`src/rtl/alu_pkg.sv`:
```
// Shared types, opcode encodings and the bitwise result function for the
// dual-mode logic ALU and its event tables.
package alu_pkg;

  localparam int ALU_W = 8;

  typedef logic [1:0] op_t;

  typedef enum logic {MODE_A = 1'b0, MODE_B = 1'b1} mode_e;

  typedef struct packed {
    logic             valid;
    op_t              op;
    logic [ALU_W-1:0] val;
  } evt_entry_t;

  localparam op_t OP_A_AND  = 2'b00;
  localparam op_t OP_A_NAND = 2'b01;
  localparam op_t OP_A_OR   = 2'b10;
  localparam op_t OP_A_XOR  = 2'b11;
  localparam op_t OP_B_XNOR = 2'b00;
  localparam op_t OP_B_AND  = 2'b01;
  localparam op_t OP_B_NOR  = 2'b10;
  localparam op_t OP_B_OR   = 2'b11;

  function automatic logic [ALU_W-1:0] alu_calc(mode_e mode, op_t op,
                                                logic [ALU_W-1:0] a,
                                                logic [ALU_W-1:0] b);
    logic [ALU_W-1:0] r;
    r = '0;
    if (mode == MODE_A) begin
      case (op)
        OP_A_AND:  r = a & b;
        OP_A_NAND: r = ~(a & b);
        OP_A_OR:   r = a | b;
        default:   r = a ^ b;
      endcase
    end else begin
      case (op)
        OP_B_XNOR: r = ~(a ^ b);
        OP_B_AND:  r = a & b;
        OP_B_NOR:  r = ~(a | b);
        default:   r = a | b;
      endcase
    end
    return r;
  endfunction

endpackage

```
`src/rtl/alu_event_core_if.sv`:
```
// ALU operand/result bus plus event-table configuration port.
// Handshake: none -- alu_enable qualifies a compute cycle, cfg_we a table
// write; both are sampled on every rising clock edge with no back-pressure.
interface alu_event_core_if #(
  parameter int DATA_W  = 8,
  parameter int NUM_EVT = 4
);
  localparam int IDX_W = (NUM_EVT > 1) ? $clog2(NUM_EVT) : 1;

  logic              alu_enable;
  logic              alu_enable_a;
  logic              alu_enable_b;
  logic [1:0]        alu_op_a;
  logic [1:0]        alu_op_b;
  logic [DATA_W-1:0] alu_in_a;
  logic [DATA_W-1:0] alu_in_b;
  logic              alu_irq_clr;
  logic              cfg_we;
  logic              cfg_mode;
  logic [IDX_W-1:0]  cfg_idx;
  logic              cfg_valid;
  logic [1:0]        cfg_op;
  logic [DATA_W-1:0] cfg_val;
  logic [DATA_W-1:0] alu_out;
  logic              alu_irq;
  logic              alu_err;

  modport master (
    output alu_enable, alu_enable_a, alu_enable_b, alu_op_a, alu_op_b,
           alu_in_a, alu_in_b, alu_irq_clr,
           cfg_we, cfg_mode, cfg_idx, cfg_valid, cfg_op, cfg_val,
    input  alu_out, alu_irq, alu_err
  );

  modport slave (
    input  alu_enable, alu_enable_a, alu_enable_b, alu_op_a, alu_op_b,
           alu_in_a, alu_in_b, alu_irq_clr,
           cfg_we, cfg_mode, cfg_idx, cfg_valid, cfg_op, cfg_val,
    output alu_out, alu_irq, alu_err
  );

endinterface

```
`src/rtl/alu_evt_table.sv`:
```
// One mode's event table: NUM_EVT programmable {valid, op, val} entries and
// a combinational "any valid entry equals {op, result}" match.
module alu_evt_table
  import alu_pkg::*;
#(
  parameter int NUM_EVT = 4,
  parameter int IDX_W   = 2
) (
  input  logic             clk,
  input  logic             rst_n,
  input  logic             we,
  input  logic [IDX_W-1:0] idx,
  input  evt_entry_t       wr_entry,
  input  op_t              op,
  input  logic [ALU_W-1:0] result,
  output logic             match
);

  evt_entry_t tbl [NUM_EVT];

  // Out-of-range indices only exist for non power-of-two tables; drop them.
  always_ff @(posedge clk or negedge rst_n) begin
    if (!rst_n) begin
      for (int i = 0; i < NUM_EVT; i++) tbl[i] <= '0;
    end else if (we && (int'(idx) < NUM_EVT)) begin
      tbl[idx] <= wr_entry;
    end
  end

  always_comb begin
    match = 1'b0;
    for (int i = 0; i < NUM_EVT; i++) begin
      if (tbl[i].valid && (tbl[i].op == op) && (tbl[i].val == result))
        match = 1'b1;
    end
  end

endmodule

```
`src/rtl/alu_event_core.sv`:
```
// Dual-mode 8-bit logic ALU with registered result, illegal-select flag and
// a sticky interrupt raised when {op, result} hits the active mode's table.
module alu_event_core
  import alu_pkg::*;
#(
  parameter int DATA_W  = ALU_W,
  parameter int NUM_EVT = 4
) (
  input logic clk,
  input logic rst_n,
  alu_event_core_if.slave bus
);

  localparam int IDX_W = (NUM_EVT > 1) ? $clog2(NUM_EVT) : 1;

  logic              legal;
  logic              illegal;
  mode_e             mode;
  op_t               active_op;
  logic [DATA_W-1:0] result;
  logic              match_a;
  logic              match_b;
  logic              hit;
  evt_entry_t        wr_entry;
  logic [DATA_W-1:0] out_q;
  logic              irq_q;
  logic              err_q;

  assign legal     = bus.alu_enable && (bus.alu_enable_a ^ bus.alu_enable_b);
  assign illegal   = bus.alu_enable && !(bus.alu_enable_a ^ bus.alu_enable_b);
  assign mode      = bus.alu_enable_b ? MODE_B : MODE_A;
  assign active_op = (mode == MODE_B) ? bus.alu_op_b : bus.alu_op_a;
  assign result    = alu_calc(mode, active_op, bus.alu_in_a, bus.alu_in_b);
  assign wr_entry  = '{valid: bus.cfg_valid, op: bus.cfg_op, val: bus.cfg_val};

  alu_evt_table #(.NUM_EVT(NUM_EVT), .IDX_W(IDX_W)) u_tbl_a (
    .clk      (clk),
    .rst_n    (rst_n),
    .we       (bus.cfg_we && (bus.cfg_mode == MODE_A)),
    .idx      (bus.cfg_idx),
    .wr_entry (wr_entry),
    .op       (active_op),
    .result   (result),
    .match    (match_a)
  );

  alu_evt_table #(.NUM_EVT(NUM_EVT), .IDX_W(IDX_W)) u_tbl_b (
    .clk      (clk),
    .rst_n    (rst_n),
    .we       (bus.cfg_we && (bus.cfg_mode == MODE_B)),
    .idx      (bus.cfg_idx),
    .wr_entry (wr_entry),
    .op       (active_op),
    .result   (result),
    .match    (match_b)
  );

  // Only the active mode's table counts, and only on a legal cycle.
  assign hit = legal && ((mode == MODE_B) ? match_b : match_a);

  always_ff @(posedge clk or negedge rst_n) begin
    if (!rst_n) begin
      out_q <= '0;
      irq_q <= 1'b0;
      err_q <= 1'b0;
    end else begin
      if (legal) out_q <= result;
      err_q <= illegal;
      // A match outranks a same-cycle clear.
      if (hit)                  irq_q <= 1'b1;
      else if (bus.alu_irq_clr) irq_q <= 1'b0;
    end
  end

  assign bus.alu_out = out_q;
  assign bus.alu_irq = irq_q;
  assign bus.alu_err = err_q;

endmodule
```
`src/flat_wrapper.sv`:
```
// flat-port wrapper written by rule: the top's interface ports become plain ports
module alu_event_core_flat import alu_pkg::*;
#(
  parameter int DATA_W  = ALU_W,
  parameter int NUM_EVT = 4
)
  (clk, rst_n, bus_alu_enable, bus_alu_enable_a, bus_alu_enable_b, bus_alu_op_a, bus_alu_op_b, bus_alu_in_a, bus_alu_in_b, bus_alu_irq_clr, bus_cfg_we, bus_cfg_mode, bus_cfg_idx, bus_cfg_valid, bus_cfg_op, bus_cfg_val, bus_alu_out, bus_alu_irq, bus_alu_err);
  alu_event_core_if #(.DATA_W(DATA_W), .NUM_EVT(NUM_EVT)) bus_i ();
  input logic clk;
  input logic rst_n;
  input wire logic [$bits(bus_i.alu_enable)-1:0] bus_alu_enable;
  input wire logic [$bits(bus_i.alu_enable_a)-1:0] bus_alu_enable_a;
  input wire logic [$bits(bus_i.alu_enable_b)-1:0] bus_alu_enable_b;
  input wire logic [$bits(bus_i.alu_op_a)-1:0] bus_alu_op_a;
  input wire logic [$bits(bus_i.alu_op_b)-1:0] bus_alu_op_b;
  input wire logic [$bits(bus_i.alu_in_a)-1:0] bus_alu_in_a;
  input wire logic [$bits(bus_i.alu_in_b)-1:0] bus_alu_in_b;
  input wire logic [$bits(bus_i.alu_irq_clr)-1:0] bus_alu_irq_clr;
  input wire logic [$bits(bus_i.cfg_we)-1:0] bus_cfg_we;
  input wire logic [$bits(bus_i.cfg_mode)-1:0] bus_cfg_mode;
  input wire logic [$bits(bus_i.cfg_idx)-1:0] bus_cfg_idx;
  input wire logic [$bits(bus_i.cfg_valid)-1:0] bus_cfg_valid;
  input wire logic [$bits(bus_i.cfg_op)-1:0] bus_cfg_op;
  input wire logic [$bits(bus_i.cfg_val)-1:0] bus_cfg_val;
  output wire logic [$bits(bus_i.alu_out)-1:0] bus_alu_out;
  output wire logic [$bits(bus_i.alu_irq)-1:0] bus_alu_irq;
  output wire logic [$bits(bus_i.alu_err)-1:0] bus_alu_err;
  assign bus_i.alu_enable = bus_alu_enable;
  assign bus_i.alu_enable_a = bus_alu_enable_a;
  assign bus_i.alu_enable_b = bus_alu_enable_b;
  assign bus_i.alu_op_a = bus_alu_op_a;
  assign bus_i.alu_op_b = bus_alu_op_b;
  assign bus_i.alu_in_a = bus_alu_in_a;
  assign bus_i.alu_in_b = bus_alu_in_b;
  assign bus_i.alu_irq_clr = bus_alu_irq_clr;
  assign bus_i.cfg_we = bus_cfg_we;
  assign bus_i.cfg_mode = bus_cfg_mode;
  assign bus_i.cfg_idx = bus_cfg_idx;
  assign bus_i.cfg_valid = bus_cfg_valid;
  assign bus_i.cfg_op = bus_cfg_op;
  assign bus_i.cfg_val = bus_cfg_val;
  assign bus_alu_out = bus_i.alu_out;
  assign bus_alu_irq = bus_i.alu_irq;
  assign bus_alu_err = bus_i.alu_err;
  alu_event_core #(.DATA_W(DATA_W), .NUM_EVT(NUM_EVT)) u_core (.clk(clk), .rst_n(rst_n), .bus(bus_i));
endmodule
```
`config.mk`:
```
export PLATFORM = sky130hd
export DESIGN_NAME = alu_event_core_flat
export DESIGN_NICKNAME = d
export VERILOG_FILES = /design/src/rtl/alu_pkg.sv /design/src/rtl/alu_event_core_if.sv /design/src/rtl/alu_evt_table.sv /design/src/rtl/alu_event_core.sv /design/src/flat_wrapper.sv
export SDC_FILE = /design/constraint.sdc
export NUM_CORES = 1
export LEC_CHECK = 0
export ABC_AREA = 1
export CORE_ASPECT_RATIO = 1.4
export CORE_UTILIZATION = 53
export CTS_CLUSTER_DIAMETER = 120
export DETAILED_ROUTE_END_ITERATION = 16
export HOLD_SLACK_MARGIN = 0.05
export PLACE_DENSITY = 0.77
export SLEW_MARGIN = 20
export SYNTH_ARGS = -nofsm -noshare
export SYNTH_HDL_FRONTEND = slang
export SYNTH_HIERARCHICAL = 1
export SYNTH_SLANG_ARGS = --single-unit
```
`constraint.sdc`:
```
create_clock -name clk -period 1.2 [get_ports clk]
set_clock_uncertainty 0.15 [all_clocks]
set_input_delay 0.18 -clock clk [delete_from_list [all_inputs] [get_ports clk]]
set_output_delay 0.18 -clock clk [all_outputs]
set_load 0.01 [all_outputs]
```
==> results.py <==
metrics = {
    "yosys": {
        "synth_cell_types": 25,
        "syn_area_sq_um": 6020,
        "postSynthCellCount": 882,
        "synth-seq-cells": 98,
        "syn_avg_cell_area_sq_um": 6.83,
        "ys_seq_area_share_pct": 40.7,
        "synth_top_flop_cell": "dfrtp_1",
        "syn-num-nets": 939,
        "synthArstFlopShare_pct": 100,
        "synth_edf_count": 0,
        "ys_warn_count": 6,
    },
    "clock_tree": {
        "cts.htree.levels": 3,
        "numCtsBuffers": 9,
        "clockRootBuffer": "clkbuf_16",
        "cts_buffer_depth": 2,
        "cts_tree": "done",
        "clkTransAtPathRegs_ps": 70,
        "clock-sinks": 98,
        "worstSkewPairLatency_ps": 350,
    },
    "flow_run": {
        "cap_violations": 0,
    },
    "layout": {
        "n_antenna_cell": 0,
        "area_growth_syn_to_layout_pct": 43.1,
        "final_area_sq_um": 8620,
        "drive_gt1_share_pct": 29.5,
        "nets": 1073,
    },
    "critical_path": {
        "crit_type": "input port to flop",
        "endpoint_kind": "flop",
        "critPathLaunchType": "input port",
        "worstPathRequired_ps": 1310,
        "cp_max_fo": 6,
        "rrSetupSlack_ps": -450,
        "critPathArrivalTime_ps": 2340,
    },
    "floorplanning": {
        "die_x_um": 92.1,
        "ioPinCount": 51,
        "die_h_um": 128,
        "initial_core_util_pct": 54.9,
        "die_area_sq_um": 11800,
        "core_sq_um": 11000,
        "rows": 45,
    },
    "power": {
        "vdd_drop_max_uv": 1170,
        "leakagePower_nw": 4.59,
        "power_mw": 11.7,
        "pwr_density_cell_nw_per_um2": 1360,
    },
    "grt": {
        "grt_start_max_net_pins": 48,
        "globalRouteTotalUtil_pct": 35.2,
        "grt_pass1_vias": 6363,
        "antenna_found_initial": 0,
        "grt_pass1_wl_um": 31700,
        "globalRoute.totalOverflow": 0,
    },
    "timing": {
        "worstMarginPinSlew_ps": 369,
        "finalHoldViolations": 0,
        "final.min_clock_period_ps": 2230,
        "setup_slack_ps": -1030,
        "maxSlewViolCount": 0,
        "setup_violations": 13,
        "fin_tns_setup_ps": -2990,
        "min_period_over_period_pct": 186,
        "rsz0062_at_grt": "yes",
        "slew_headroom_pct": 75.4,
        "max_freq_ghz": 0.448,
    },
    "placement": {
        "dpl_cell_area_sq_um": 7230,
        "hpwl_um": 12300,
        "routabilityCongestion": 0.980,
        "io_buffers": 50,
    },
    "detailed_routing": {
        "drtIter0Drc": 617,
        "viasPerCell": 5.64,
        "vias": 6551,
        "wl_um": 21600,
        "drc": 0,
        "first_pass_iters": 7,
        "wl_per_cell_um": 18.6,
        "postRouteAntennaNets": 0,
    },
    "status": {
        "run_status": "finished with violations",
        "violations": "negative setup slack",
    },
    "hold_path": {
        "hold_path_class": "input port to async pin",
    },
}
-- flip-flops by register name, indices dropped and copies added, names as in the netlist --
| register | cells |
|---|---|
| u_core/u_tbl_a/tbl | 44 |
| u_core/u_tbl_b/tbl | 44 |
| u_core/bus.alu_out | 8 |
| u_core/bus.alu_err | 1 |
| u_core/bus.alu_irq | 1 |
-- final timing paths --
check | cells past startpoint | to | startpoint
min in group clk | 4 | u_core/bus.alu_irq$_DFFE_PN0P_ | bus_alu_enable_b
worst min-delay path | 2 | u_core/u_tbl_b/tbl[21]$_DFFE_PN0P_ | rst_n
worst min register to register | 2 | u_core/bus.alu_out[7]$_DFFE_PN0P_ | u_core/bus.alu_out[7]$_DFFE_PN0P_
worst max register to register | 11 | u_core/bus.alu_irq$_DFFE_PN0P_ | u_core/u_tbl_b/tbl[38]$_DFFE_PN0P_
worst max-delay path | 23 | u_core/bus.alu_irq$_DFFE_PN0P_ | bus_alu_enable_b
max in group asynchronous | 3 | u_core/u_tbl_a/tbl[25]$_DFFE_PN0P_ | rst_n
-- where the power goes --
group | switching, mW | internal (mW)
Clock | 1.37 | 1.66
Combinational | 2.34 | 1.84
Sequential | 0.576 | 3.92
-- metrics by stage --
stage	instances	hold WS (ps)	util [%]	setup slack, ps
floorplan	882	-266	-	-767
global placement	1102	-96.9	65.8	-1750
detailed placement	1102	-96.4	65.8	-1780
CTS	1147	77.4	75.5	-954
global route	1162	106	78.5	-1150
finish	1162	77.8	78.5	-1030
-- critical path, cell delays in order --
cell and delay [ps]:
buf_12 130, buf_6 120, nand2_8 90, buf_8 140, nand3_1 120, nand2_2 100
nand3_1 90, nand2_1 110, nand2_2 110, nand2_4 140, buf_4 130, inv_2 40
nand2_1 50, nand2_1 50, inv_1 50, nand2_1 60, nor2_1 110, nand3_1 70
nand2_1 70, inv_1 40, nand2_1 70, nor2_2 40, o32ai_2 230
-- synthesized netlist by cell type (4+ instances only) --
| master | n | area, sq um |
|---|---|---|
| ha_1 | 16 | 200 |
| inv_1 | 152 | 571 |
| o21ai_1 | 8 | 40.0 |
| dfrtp_1 | 98 | 2450 |
| nor3_1 | 5 | 25.0 |
| nand4_1 | 8 | 50.1 |
| clkbuf_1 | 8 | 30.0 |
| o21ai_0 | 93 | 465 |
| nand2_2 | 4 | 25.0 |
| nand3_1 | 44 | 220 |
| nand2_4 | 4 | 45.0 |
| xor2_1 | 8 | 70.1 |
| inv_2 | 14 | 52.6 |
| nand2_1 | 339 | 1270 |
| nor2_1 | 36 | 135 |
| buf_2 | 8 | 40.0 |
| clkbuf_2 | 4 | 20.0 |
| xnor2_1 | 21 | 184 |
-- per-layer routing --
metal | share of wire [%] | up-vias | routed length, um | global-route usage, %
li1 | - | 2941 | - | -
met4 | 6.5 | 0 | 1400 | 24.5
met2 | 51 | 413 | 11000 | 61.4
met1 | 34 | 3061 | 7450 | 38.8
met5 | 0 | - | 0 | 0
met3 | 8.0 | 136 | 1730 | 5.87
-- placed cells by master (no fill, tap or decap), types with 14 or more instances in the layout --
cell type / instances
o21ai_0: 87
inv_2: 26
dfrtp_1: 98
nand3_1: 32
nand2_4: 23
nand2_2: 47
nor2_1: 25
inv_1: 136
buf_4: 50
clkdlybuf4s50_1: 14
buf_12: 14
nand2_1: 275
buf_6: 26
-- final cells by class --
cell class,instances,area [sq um]
Clock inverter,7,83.8
Multi-Input combinational cell,599,3630
Tap cell,141,176
Inverter,166,648
Sequential cell,98,2450
Timing Repair Buffer,142,1400
Clock buffer,9,225
Fill cell,712,2360
-- what timing repair did --
action	CTS	global route
setup endpoints to repair	79	18
hold buffers	1	0
pin swaps	64	73
cloned	9	0
hold endpoints to repair	98	0
gates resized for setup	208	95
setup buffers	19	18
-- cell families after synthesis --
group,after synthesis,synth area share [%]
XOR/XNOR,29,4.22
flip-flops,98,40.7
AO/OA/AOI/OAI,106,9.16
AND/OR/NAND/NOR,443,30.1
buffers and inverters,190,12.5
adder cells (fa/ha/maj),16,3.32
No activity file was read; power rests on OpenSTA's default activity.
